$ cat src/rtl/down_counter_timer.sv
// Loadable down counter / programmable timer with a one-cycle terminal-count pulse.
// One-shot or auto-reload operation; all activity on the falling clock edge.
module down_counter_timer #(
  parameter int WIDTH = 4
) (
  input  logic             clk,
  input  logic             clear,
  input  logic             load,
  input  logic [WIDTH-1:0] load_val,
  input  logic             cn_en,
  input  logic             mode,
  output logic [WIDTH-1:0] q,
  output logic             tc,
  output logic             busy,
  output logic             done
);

  localparam logic [1:0] ST_IDLE = 2'd0;
  localparam logic [1:0] ST_RUN  = 2'd1;
  localparam logic [1:0] ST_DONE = 2'd2;

  logic [WIDTH-1:0] q_reg, q_next;
  logic [WIDTH-1:0] reload_reg, reload_next;
  logic [1:0]       state_reg, state_next;
  logic             tc_reg, tc_next;

  always_comb begin
    q_next      = q_reg;
    reload_next = reload_reg;
    state_next  = state_reg;
    tc_next     = 1'b0;
    if (load) begin
      q_next      = load_val;
      reload_next = load_val;
      state_next  = (load_val != '0) ? ST_RUN : ST_IDLE;
    end else if (state_reg == ST_RUN) begin
      if (cn_en) begin
        // RUN always holds q >= 1, so the decrement can never wrap below zero.
        if (q_reg == WIDTH'(1)) begin
          tc_next = 1'b1;
          if (mode) begin
            q_next = reload_reg;
          end else begin
            q_next     = '0;
            state_next = ST_DONE;
          end
        end else begin
          q_next = q_reg - WIDTH'(1);
        end
      end
    end else if (state_reg != ST_IDLE && state_reg != ST_DONE) begin
      state_next = ST_IDLE;
    end
  end

  always_ff @(negedge clk or posedge clear) begin
    if (clear) begin
      q_reg      <= '0;
      reload_reg <= '0;
      state_reg  <= ST_IDLE;
      tc_reg     <= 1'b0;
    end else begin
      q_reg      <= q_next;
      reload_reg <= reload_next;
      state_reg  <= state_next;
      tc_reg     <= tc_next;
    end
  end

  assign q    = q_reg;
  assign tc   = tc_reg;
  assign busy = (state_reg == ST_RUN);
  assign done = (state_reg == ST_DONE);

endmodule

$ cat config.mk
export PLATFORM = sky130hd
export DESIGN_NAME = down_counter_timer
export DESIGN_NICKNAME = d
export VERILOG_FILES = /design/src/rtl/down_counter_timer.sv
export SDC_FILE = /design/constraint.sdc
export NUM_CORES = 1
export LEC_CHECK = 0
export ABC_AREA = 0
export CAP_MARGIN = 20
export CORE_MARGIN = 2
export CORE_UTILIZATION = 49
export CTS_BUF_LIST = sky130_fd_sc_hd__clkbuf_4
export DETAILED_ROUTE_END_ITERATION = 10
export GPL_ROUTABILITY_DRIVEN = 0
export MAX_ROUTING_LAYER = met4
export PLACE_DENSITY = 0.8
export REMOVE_ABC_BUFFERS = 1
export SETUP_SLACK_MARGIN = 0.15
export SYNTH_ARGS = -nofsm -noshare
export SYNTH_HDL_FRONTEND = slang
export SYNTH_SLANG_ARGS = --single-unit
$ cat constraint.sdc
create_clock -name clk -period 1.5 [get_ports clk]
set_input_delay 0.3 -clock clk [delete_from_list [all_inputs] [get_ports clk]]
set_output_delay 0.3 -clock clk [all_outputs]
set_load 0.1 [all_outputs]
==> results of run 1 <==
## logic make-up after synthesis
family          Yosys count  share of synthesized area (%)
simple gates             20                           19.5
fa+ha+maj                 2                           3.94
compound gates           16                           19.9
flops                    11                           43.3
buf+inv                  11                           6.89
mux                       4                           6.50
## cell usage after synthesis
cell	number	area share (%)
inv_1	9	5.3
nand2_1	5	3.0
o21ai_0	3	2.4
ha_1	2	3.9
nor4_1	1	0.98
a211o_1	1	1.4
nor3b_4	1	3.0
mux2i_1	3	4.7
nor2_1	3	1.8
nor2b_1	2	2.0
a21oi_1	2	1.6
nand3b_1	1	1.2
dfrtn_1	11	43
a41oi_1	1	1.4
o211ai_2	1	2.0
and4b_1	1	1.6
o41ai_2	1	2.6
mux2_2	1	1.8
nor3_1	1	0.79
a21o_1	2	2.4
or3_1	1	0.98
o41ai_1	1	1.4
a311oi_1	1	1.4
o31ai_1	3	3.5
and3b_1	1	1.4
and3_1	1	0.98
buf_2	2	1.6
nand2b_1	2	2.0
## through the flow
step,worst slack [ps],hold WS [ps]
2_1_floorplan,-1390,441
3_3_place_gp,-740,456
3_5_place_dp,-746,466
==> flow_metrics.tcl, run 1 <==
set metrics [dict create \
    hold_buffers 0 \
    cts_root_buffer "clkbuf_4" \
    die_width_um 40.0 \
    start_util_pct 55.0 \
    status "aborted with a tool error" \
    postCtsSetupRepairBufs 5 \
    die_h_um 40.0 \
    cts_resized 62 \
    pin_count 16 \
    syn_area_sq_um 636 \
    dp_cells 105 \
    yosysSeqAreaShare_pct 43.3 \
    htreeDepth 1 \
    ys_ff_latch 11 \
    cts.sinks 11 \
    synth_area_per_cell_sq_um 9.93 \
    cts_made_buffers 3 \
    netlist-cell-type-count 28 \
    io_buffers 15 \
    syn_inst 64 \
    postPlaceCellArea_sq_um 993 \
    dp_hpwl_mm 1.21 \
    yosys_warnings 0 \
    stop_stage "clock tree synthesis (4_1_cts)" \
    cts_buffer_depth 2 \
    rows 12 \
    error "[ERROR DPL-0038] Utilization greater than 100%, impossible to legalize" \
]
==> inputs of run 2 (changes only) <==
==> config.mk (replaced) <==
export PLATFORM = sky130hd
export DESIGN_NAME = down_counter_timer
export DESIGN_NICKNAME = d
export VERILOG_FILES = /design/src/rtl/down_counter_timer.sv
export SDC_FILE = /design/constraint.sdc
export NUM_CORES = 1
export LEC_CHECK = 0
export ABC_AREA = 0
export CAP_MARGIN = 20
export CORE_AREA = 2 2 63 65
export DETAILED_ROUTE_END_ITERATION = 10
export DIE_AREA = 0 0 65 67
export GPL_ROUTABILITY_DRIVEN = 0
export PLACE_DENSITY_LB_ADDON = 0.15
export REMOVE_ABC_BUFFERS = 1
export SYNTH_ARGS = -nofsm -noshare
export SYNTH_HDL_FRONTEND = slang
export SYNTH_SLANG_ARGS = --single-unit
==> run 2 against run 1 <==
Compared with the run above: the flow now finishes, with violations (negative setup slack); area after synthesis stayed put; synthesized cell count stayed put.
==> flow_metrics.tcl, run 2 <==
set metrics [dict create \
    power.density_mw_per_mm2 867 \
    reg2reg_depth 8 \
    io_buffers 15 \
    dieArea_sq_mm 0.00436 \
    wire_per_inst_um 11.8 \
    whs_ps 481 \
    hold_violations 0 \
    yosysSeqAreaShare_pct 43.3 \
    path_cells "buf_6 -> nor2b_4 -> buf_12" \
    report.final.slew_viol_count 0 \
    grt_use_total_pct 9.52 \
    rows 22 \
    synth_top_area_share_pct 43.3 \
    maxCapViolations 0 \
    cp-end-kind "primary output" \
    cts_made_buffers 3 \
    antenna_left 0 \
    antenna_found_initial 0 \
    postPlaceCellArea_sq_mm 0.00104 \
    cts.sinks 11 \
    cp.arrival_ps 1810 \
    peakVddDrop_v 0.000227 \
    die_h_um 67 \
    wl_met1_um 752 \
    final_cell_mix "17 x buf_4, 11 x dfrtn_1, 10 x buf_12" \
    diodes 0 \
    drtIter0Drc 6 \
    syn_inst 64 \
    synth_top_area_cell "dfrtn_1" \
    worstMarginPinSlew_ps 284 \
    ys_ff_latch 11 \
    nets 120 \
    power_leakage_nw 0.624 \
    yosys_warnings 0 \
    slowest_stage "dfrtn_1" \
    final_cells 156 \
    synth_area_leaders "dfrtn_1 43%, inv_1 5.3%, mux2i_1 4.7%" \
    layout_setup_ws_ps -606 \
    grt_pass1_vias 641 \
    start_util_pct 17.6 \
    cpPeakStageDelay_ps 360 \
    die_width_um 65 \
    synth-edff-count 0 \
    min_path_type "flop to flop" \
    num_vias 636 \
    clk_latency_ps 260 \
    gr-total-overflow 0 \
    avgViaCountPerCell 4.08 \
    cp.required_ps 1200 \
    area_delta_synth_final_pct 111 \
    finalClockSkew_ps 3.48 \
    htreeDepth 1 \
    synth_area_per_cell_sq_um 9.93 \
    worst-path-max-fanout 2 \
    rsz0062_at_grt "true" \
    violations "negative setup slack" \
    drc 0 \
    cts_root_buffer "clkbuf_8" \
    synthTopCellsByCount "11 x dfrtn_1, 9 x inv_1, 5 x nand2_1" \
    path_class "flop to primary output" \
    netlist-cell-type-count 28 \
    layout-drive-gt1-share_pct 56.5 \
    ys.flop_type "dfrtn_1" \
    grt_first_pass_wirelength_mm 3.06 \
    syn_area_sq_um 636 \
    dp_cells 140 \
    synthArstFlopShare_pct 100 \
    pin_count 16 \
    clk_pin_slew_ps 40 \
    cts_buffer_depth 2 \
    cp-start-kind "flop" \
    dp_hpwl_mm 1.23 \
    drt_first_pass_iters 4 \
    wl_met2_mm 1.00 \
    final_common_cell "buf_4" \
    status "finished, violations left" \
    topRoutingLayerUsed "met4" \
    coreArea_sq_mm 0.00361 \
    setup_violations 13 \
    synth_most_common_cell "dfrtn_1" \
    relSlewSlack_pct 81.0 \
    final_area_sq_mm 0.00134 \
    dr_wl_met3_um 62 \
    whs_path_depth 1 \
    grt_max_degree 12 \
    wl_mm 1.85 \
    cts_tree "built" \
]
[run 2: worst paths after layout]
check | startpoint | end | slack, ps
worst max-delay path | state_reg[1] | busy | -610
worst min-delay path | reload_reg[3] | reload_reg[3] | 480
worst max register to register | q[0] | q[3] | -170
min in group asynchronous | clear | reload_reg[1] | 980
max in group asynchronous | clear | tc | 370
worst min register to register | reload_reg[3] | reload_reg[3] | 480
[run 2: critical path, delay by kind of cell, from the launching register on]
family,cells,cell delay [ps]
buffers and inverters,2,310
and+or+nand+nor,1,130
DFF,1,360
[run 2: kinds of logic after synthesis]
kind of cell | Yosys count | share of synthesized area (%)
buffers and inverters | 11 | 6.89
adder cells (fa/ha/maj) | 2 | 3.94
AO/OA/AOI/OAI | 16 | 19.9
flip-flops | 11 | 43.3
AND/OR/NAND/NOR | 20 | 19.5
multiplexers | 4 | 6.50
[run 2: metrics by stage]
stage	utilization [%]	setup TNS [ps]	power, mW	setup WS, ps
global route	37.3	-4780	1.23	-644
floorplan	-	-9370	0.579	-1390
finish	37.3	-4130	1.17	-606
global placement	28.9	-8820	0.778	-855
CTS	36.6	-3790	1.15	-601
detailed placement	28.9	-8950	0.775	-906
[run 2: routing by layer]
metal  up-vias  GRT usage, %
met5         -             0
met4         0          4.79
met3         2          2.20
met2        11          17.1
met1       308          10.4
li1        315             -
[run 2: what timing repair did]
| action | CTS | global route |
|---|---|---|
| hold buffers | 0 | 0 |
| pin swaps | 8 | 2 |
| setup endpoints to repair | 18 | 14 |
| gates resized for setup | 58 | 2 |
| cloned | 2 | 0 |
| buffers inserted | 8 | 2 |
[run 2: area by class of cell]
class / instances / area, sq um
Timing Repair Buffer: 42 / 524
Sequential cell: 11 / 275
Tap cell: 48 / 60.1
Multi-Input combinational cell: 42 / 405
Clock buffer: 4 / 45.0
Fill cell: 358 / 2260
Inverter: 9 / 33.8
[run 2: power breakdown]
group          internal (mW)  switching [mW]
sequential             0.328          0.0233
combinational          0.248           0.265
clock                  0.187           0.115
total                  0.762           0.403
Power figures use the tool's default switching activity.
